--- config.mk ---
export PLATFORM = sky130hd
export DESIGN_NAME = req_encoder_32to5
export DESIGN_NICKNAME = d
export VERILOG_FILES = /design/src/rtl/req_enc_pkg.sv /design/src/rtl/pri_enc32.sv /design/src/rtl/req_encoder_32to5.sv
export SDC_FILE = /design/constraint.sdc
export NUM_CORES = 1
export LEC_CHECK = 0
export ABC_CLOCK_PERIOD_IN_PS = 3150
export BUFFER_PORTS_ARGS = -buffer_cell sky130_fd_sc_hd__buf_2
export CAP_MARGIN = 30
export CORE_AREA = 2 2 77 79
export CTS_CLUSTER_SIZE = 14
export DETAILED_ROUTE_END_ITERATION = 8
export DIE_AREA = 0 0 79 81
export PLACE_DENSITY = 0.79
export RECOVER_POWER = 25
export SYNTH_ARGS = -nofsm -noshare
export SYNTH_HDL_FRONTEND = slang
export SYNTH_SLANG_ARGS = --single-unit
--- constraint.sdc ---
create_clock -name clk -period 3.15 [get_ports clk]
set_clock_uncertainty 0.1 [all_clocks]
set_input_delay 0.63 -clock clk [delete_from_list [all_inputs] [get_ports clk]]
set_output_delay 0.63 -clock clk [all_outputs]
set_load 0.05 [all_outputs]
--- src/rtl/req_enc_pkg.sv ---
// Shared constants, FSM encodings and the 5-to-32 one-hot decode used by the
// request encoder.
package req_enc_pkg;

    localparam int WIDTH = 32;
    localparam int IDX_W = 5;

    // FSM encodings
    localparam logic [0:0] IDLE    = 1'b0;
    localparam logic [0:0] PRESENT = 1'b1;

    // 5-to-32 decode, same semantics as the register-select decoder
    function automatic logic [WIDTH-1:0] onehot32(input logic [IDX_W-1:0] idx);
        onehot32      = '0;
        onehot32[idx] = 1'b1;
    endfunction

endpackage

--- src/rtl/pri_enc32.sv ---
// Combinational 32-bit priority encoder with optional rotating start point.
// Rotate the vector so 'start' lands at bit 0, find the lowest set bit, then
// add 'start' back (mod 32) to recover the absolute index.
module pri_enc32
    import req_enc_pkg::*;
(
    input  logic [WIDTH-1:0] vec,
    input  logic [IDX_W-1:0] start,
    input  logic             rr_en,
    output logic [IDX_W-1:0] idx,
    output logic             any
);

    logic [IDX_W-1:0]   st;
    logic [2*WIDTH-1:0] dbl;
    logic [WIDTH-1:0]   rot;
    logic [IDX_W-1:0]   pos;

    assign st  = rr_en ? start : '0;
    assign dbl = {vec, vec};
    assign rot = dbl[{1'b0, st} +: WIDTH];

    // Lowest set bit of the rotated vector; scanning downward lets the
    // lowest hit overwrite any higher one.
    always_comb begin
        pos = '0;
        for (int i = WIDTH - 1; i >= 0; i--) begin
            if (rot[i]) pos = IDX_W'(i);
        end
    end

    assign any = |vec;
    assign idx = pos + st;

endmodule

--- src/rtl/req_encoder_32to5.sv ---
// Sequential 32-to-5 request encoder. Request pulses accumulate in a sticky
// pending register; one pending source at a time is offered as a 5-bit index
// over valid/ready and its bit is cleared when accepted.
module req_encoder_32to5 #(
    parameter int WIDTH = 32,
    parameter int IDX_W = 5,
    parameter int RR_EN = 0,
    parameter int CNT_W = 8
) (
    input  logic             clk,
    input  logic             rst_n,
    input  logic [WIDTH-1:0] req_in,
    input  logic             clr_all,
    output logic             out_valid,
    input  logic             out_ready,
    output logic [IDX_W-1:0] out_idx,
    output logic [WIDTH-1:0] pending,
    output logic [CNT_W-1:0] coalesce_cnt
);

    import req_enc_pkg::*;

    logic [0:0]       state;
    logic [IDX_W-1:0] ptr;
    logic             accept;
    logic [WIDTH-1:0] clr_mask;
    logic [WIDTH-1:0] search;
    logic             hit;
    logic [IDX_W-1:0] start;
    logic [IDX_W-1:0] enc_idx;
    logic             enc_any;

    assign out_valid = (state == PRESENT);
    assign accept    = out_valid & out_ready;
    assign clr_mask  = accept ? onehot32(out_idx) : '0;
    // Only registered pending is searched: a request is never offered in
    // the cycle it arrives.
    assign search    = pending & ~clr_mask;
    assign hit       = |(req_in & search);
    // On an accept the grant being retired becomes the new pointer, so the
    // back-to-back search already starts just after it.
    assign start     = (accept ? out_idx : ptr) + IDX_W'(1);

    pri_enc32 u_enc (
        .vec   (search),
        .start (start),
        .rr_en (RR_EN != 0),
        .idx   (enc_idx),
        .any   (enc_any)
    );

    // Sticky pending bits; a new request on the bit being accepted wins.
    always_ff @(posedge clk or negedge rst_n) begin
        if (!rst_n)       pending <= '0;
        else if (clr_all) pending <= '0;
        else              pending <= (pending & ~clr_mask) | req_in;
    end

    // Saturating count of cycles where a request hit an already-pending bit.
    always_ff @(posedge clk or negedge rst_n) begin
        if (!rst_n)                               coalesce_cnt <= '0;
        else if (clr_all)                         coalesce_cnt <= '0;
        else if (hit && coalesce_cnt != '1)       coalesce_cnt <= coalesce_cnt + CNT_W'(1);
    end

    // Round-robin pointer tracks the last accepted index; survives clr_all.
    always_ff @(posedge clk or negedge rst_n) begin
        if (!rst_n)      ptr <= IDX_W'(WIDTH - 1);
        else if (accept) ptr <= out_idx;
    end

    // IDLE/PRESENT handshake FSM with zero-bubble reload on accept.
    always_ff @(posedge clk or negedge rst_n) begin
        if (!rst_n) begin
            state   <= IDLE;
            out_idx <= '0;
        end else if (clr_all) begin
            state   <= IDLE;
        end else begin
            case (state)
                IDLE: begin
                    if (enc_any) begin
                        state   <= PRESENT;
                        out_idx <= enc_idx;
                    end
                end
                PRESENT: begin
                    if (out_ready) begin
                        if (enc_any) out_idx <= enc_idx;
                        else         state   <= IDLE;
                    end
                end
                default: state <= IDLE;
            endcase
        end
    end

endmodule
==> out/metrics.yaml <==
pin_count: 82
slew_viol_final: 0
syn_to_final_growth_pct: 23.5
synthSimpleGateAreaFrac_pct: 20.0
n_fill_cell: 525
postCtsHoldBufs: 0
layout_worst_path_cycle_share_pct: 91.9
grt_pass1_wl_um: 14300
outcome: "complete, no violations"
synth_async_sr_flop_share_pct: 100
synth_fp_nets: 351
place.detailed.hpwl_um: 6730
yosys_register_bits: 46
synth_compound_area_share_pct: 29.8
yosysSeqAreaShare_pct: 40.6
syn_area_um2: 2840
yosys.area.top_type_share_pct: 40.6
yosys-top-cells-count: "46 x dfrtp_1, 32 x a21oi_1, 29 x inv_1"
htree_levels: 2
wl_um: 8750
fmax_ghz: 0.345
r2r_cells: 8
cts_buffers: 5
ir_drop_mv: 0.207
wl_per_cell_um: 18.1
routed-via-count: 2959
rows: 28
grt_max_degree: 44
cts_tree: "yes"
tns_ns: 0
maxCapViolations: 0
dr.pass1.iters: 5
post-cts-setup-buffers: 0
clock_sinks: 46
setup_ws_ns: 0.255
io_buffer_count: 81
finalSetupViolations: 0
power_density_nw_per_um2: 455
criticalPathCategory: "flip-flop to flip-flop"
critPathCaptureType: "flip-flop"
place_congestion: 0.945
synth_xor_area_share_pct: 1.24
dp_slack_ns: 0.267
rsz0062_at_grt: "no"
drive_above_1_share_pct: 30.4
synth_top_family_by_area: "compound AO/OA/AOI/OAI gates"
slew_headroom_pct: 7.77
yosys-top-cells-area: "dfrtp_1 41%, o211ai_1 6.9%, a21oi_1 5.6%, inv_1 3.8%, o21ai_1 3.4%"
hold_viol: 0
initial_core_util_pct: 50.0
ant_nets: 0
diodes: 0
holdPathStages: 3
synth.area.mux_share_pct: 1.94
drcViolationCount: 0
fin_crit_ns: 2.89
synth.most_common_cell: "dfrtp_1"
drt_iter0_markers: 195
synth_flop_cell: "dfrtp_1"
syn_avg_cell_area_um2: 9.03
cp_data_required_time_ns: 3.23
grt_pass1_vias: 2870
die_area_um2: 6400
min_path_type: "input port to flip-flop"
synth_edf_count: 0
die_x_um: 79
antenna_found_initial: 0
synth.distinct_cells: 58
overflow: 0
clk_path_buf_depth: 2
final_util_pct: 61.7
vias_per_cell: 6.13
path_max_fanout: 10
syn_inst: 314
synth_top_area_cell: "dfrtp_1"
synth-adder-area-share_pct: 0.441
fp.dieH_um: 81
layout.nets: 444
crit_arrival_ns: 2.98
post_cts_resized: 0
core-area_um2: 5680
clkTransAtPathRegs_ns: 0.09
groute.usage.overall_pct: 29.2
root_buffer: "clkbuf_8"
tightest_slew_ns: 1.38
insertion_delay_ns: 0.30
p_leak_nw: 1.67
synth_warnings: 0
critPathLaunchType: "flip-flop"
==> state kept, by name, summed over array words and instances (netlist names) <==
name and count:
pending 32, out_idx 5, out_valid 1, coalesce_cnt 8
==> where the power goes <==
group	internal [mW]	total (mW)	switching, mW	leakage (nW)
logic	0.156	0.523	0.368	1.04
registers	0.632	0.690	0.0577	0.582
clock network	0.177	0.381	0.204	0.0482
==> cells by family after synthesis <==
kind of cell	count (synthesis)
AOI/OAI and AO/OA	126
xor gates and xnor gates	4
adders and majority gates	1
buffers and inverters	43
DFF	46
muxes	5
and+or+nand+nor	89
==> cells in the final DEF, fill, tap and decap left out, types with 2 or more instances in the layout <==
cell type  synthesis  layout
or3b_1             2       2
xnor2_1            3       3
buf_4              0      18
nand3b_1           3       3
and3_1             2       2
o2111ai_1          9       9
mux2_1             4       4
clkbuf_1           6       3
nor4_4             2       2
inv_1             29      29
o21ai_1           19      19
o21ai_0            7       7
o21a_1             6       6
a31oi_1            5       5
nand3_1            3       3
nand2_1           17      17
o21ai_2            6       6
clkbuf_8           0       6
nand4_1           11      11
nor2_1            25      25
buf_2              8      80
dfrtp_1           46      46
nor2b_1            4       4
nand2b_1           5       5
o211ai_1          26      26
a21oi_1           32      32
==> layout make-up <==
type                       count  area, um2  share of cell area (%)
inverter                      29        109                    3.11
sequential                    46       1150                    32.9
clock buffer                   7       86.3                    2.47
timing repair buffer         100        543                    15.5
clock inverter                 1       5.00                   0.143
multi-input combinational    225       1510                    43.2
tap                           75       93.8                    2.68
==> routing by layer <==
layer / wire length [um] / GRT usage, % / up-vias
met5: 0 / 0 / -
met3: 748 / 6.00 / 29
met2: 4040 / 45.9 / 158
li1: - / - / 1365
met1: 3670 / 39.3 / 1407
met4: 294 / 12.2 / 0
==> worst paths after layout <==
kind                                                  start                     endpoint  slack (ns)
worst min-delay path                             req_in[12]        pending[12]$_DFF_PN0_        0.45
min in group asynchronous                             rst_n        pending[12]$_DFF_PN0_        0.46
max in group asynchronous                             rst_n         pending[4]$_DFF_PN0_        0.63
worst max register to register       out_idx[3]$_DFFE_PN0P_  coalesce_cnt[6]$_DFFE_PN0P_        0.26
worst max-delay path                 out_idx[3]$_DFFE_PN0P_  coalesce_cnt[6]$_DFFE_PN0P_        0.26
worst min register to register  coalesce_cnt[1]$_DFFE_PN0P_  coalesce_cnt[1]$_DFFE_PN0P_        0.50
==> stage by stage <==
stage,area (um2),power (mW),hold slack (ns),cells
2_1_floorplan,2840,1.05,0.234,314
3_3_place_gp,3410,1.21,0.455,474
3_5_place_dp,3430,1.22,0.478,475
4_1_cts,3520,1.60,0.214,483
5_1_grt,3500,1.67,0.461,483
6_report,3500,1.59,0.453,483
==> worst max-delay path: stages (launching register included) <==
cell	delay, ns
dfrtp_1	0.53
or3b_1	0.60
o211ai_1	0.31
o2111ai_1	0.18
nor4_2	0.31
buf_4	0.19
a21boi_2	0.10
nand4_1	0.13
mux2_1	0.33
No activity file was read; power rests on OpenSTA's default activity.
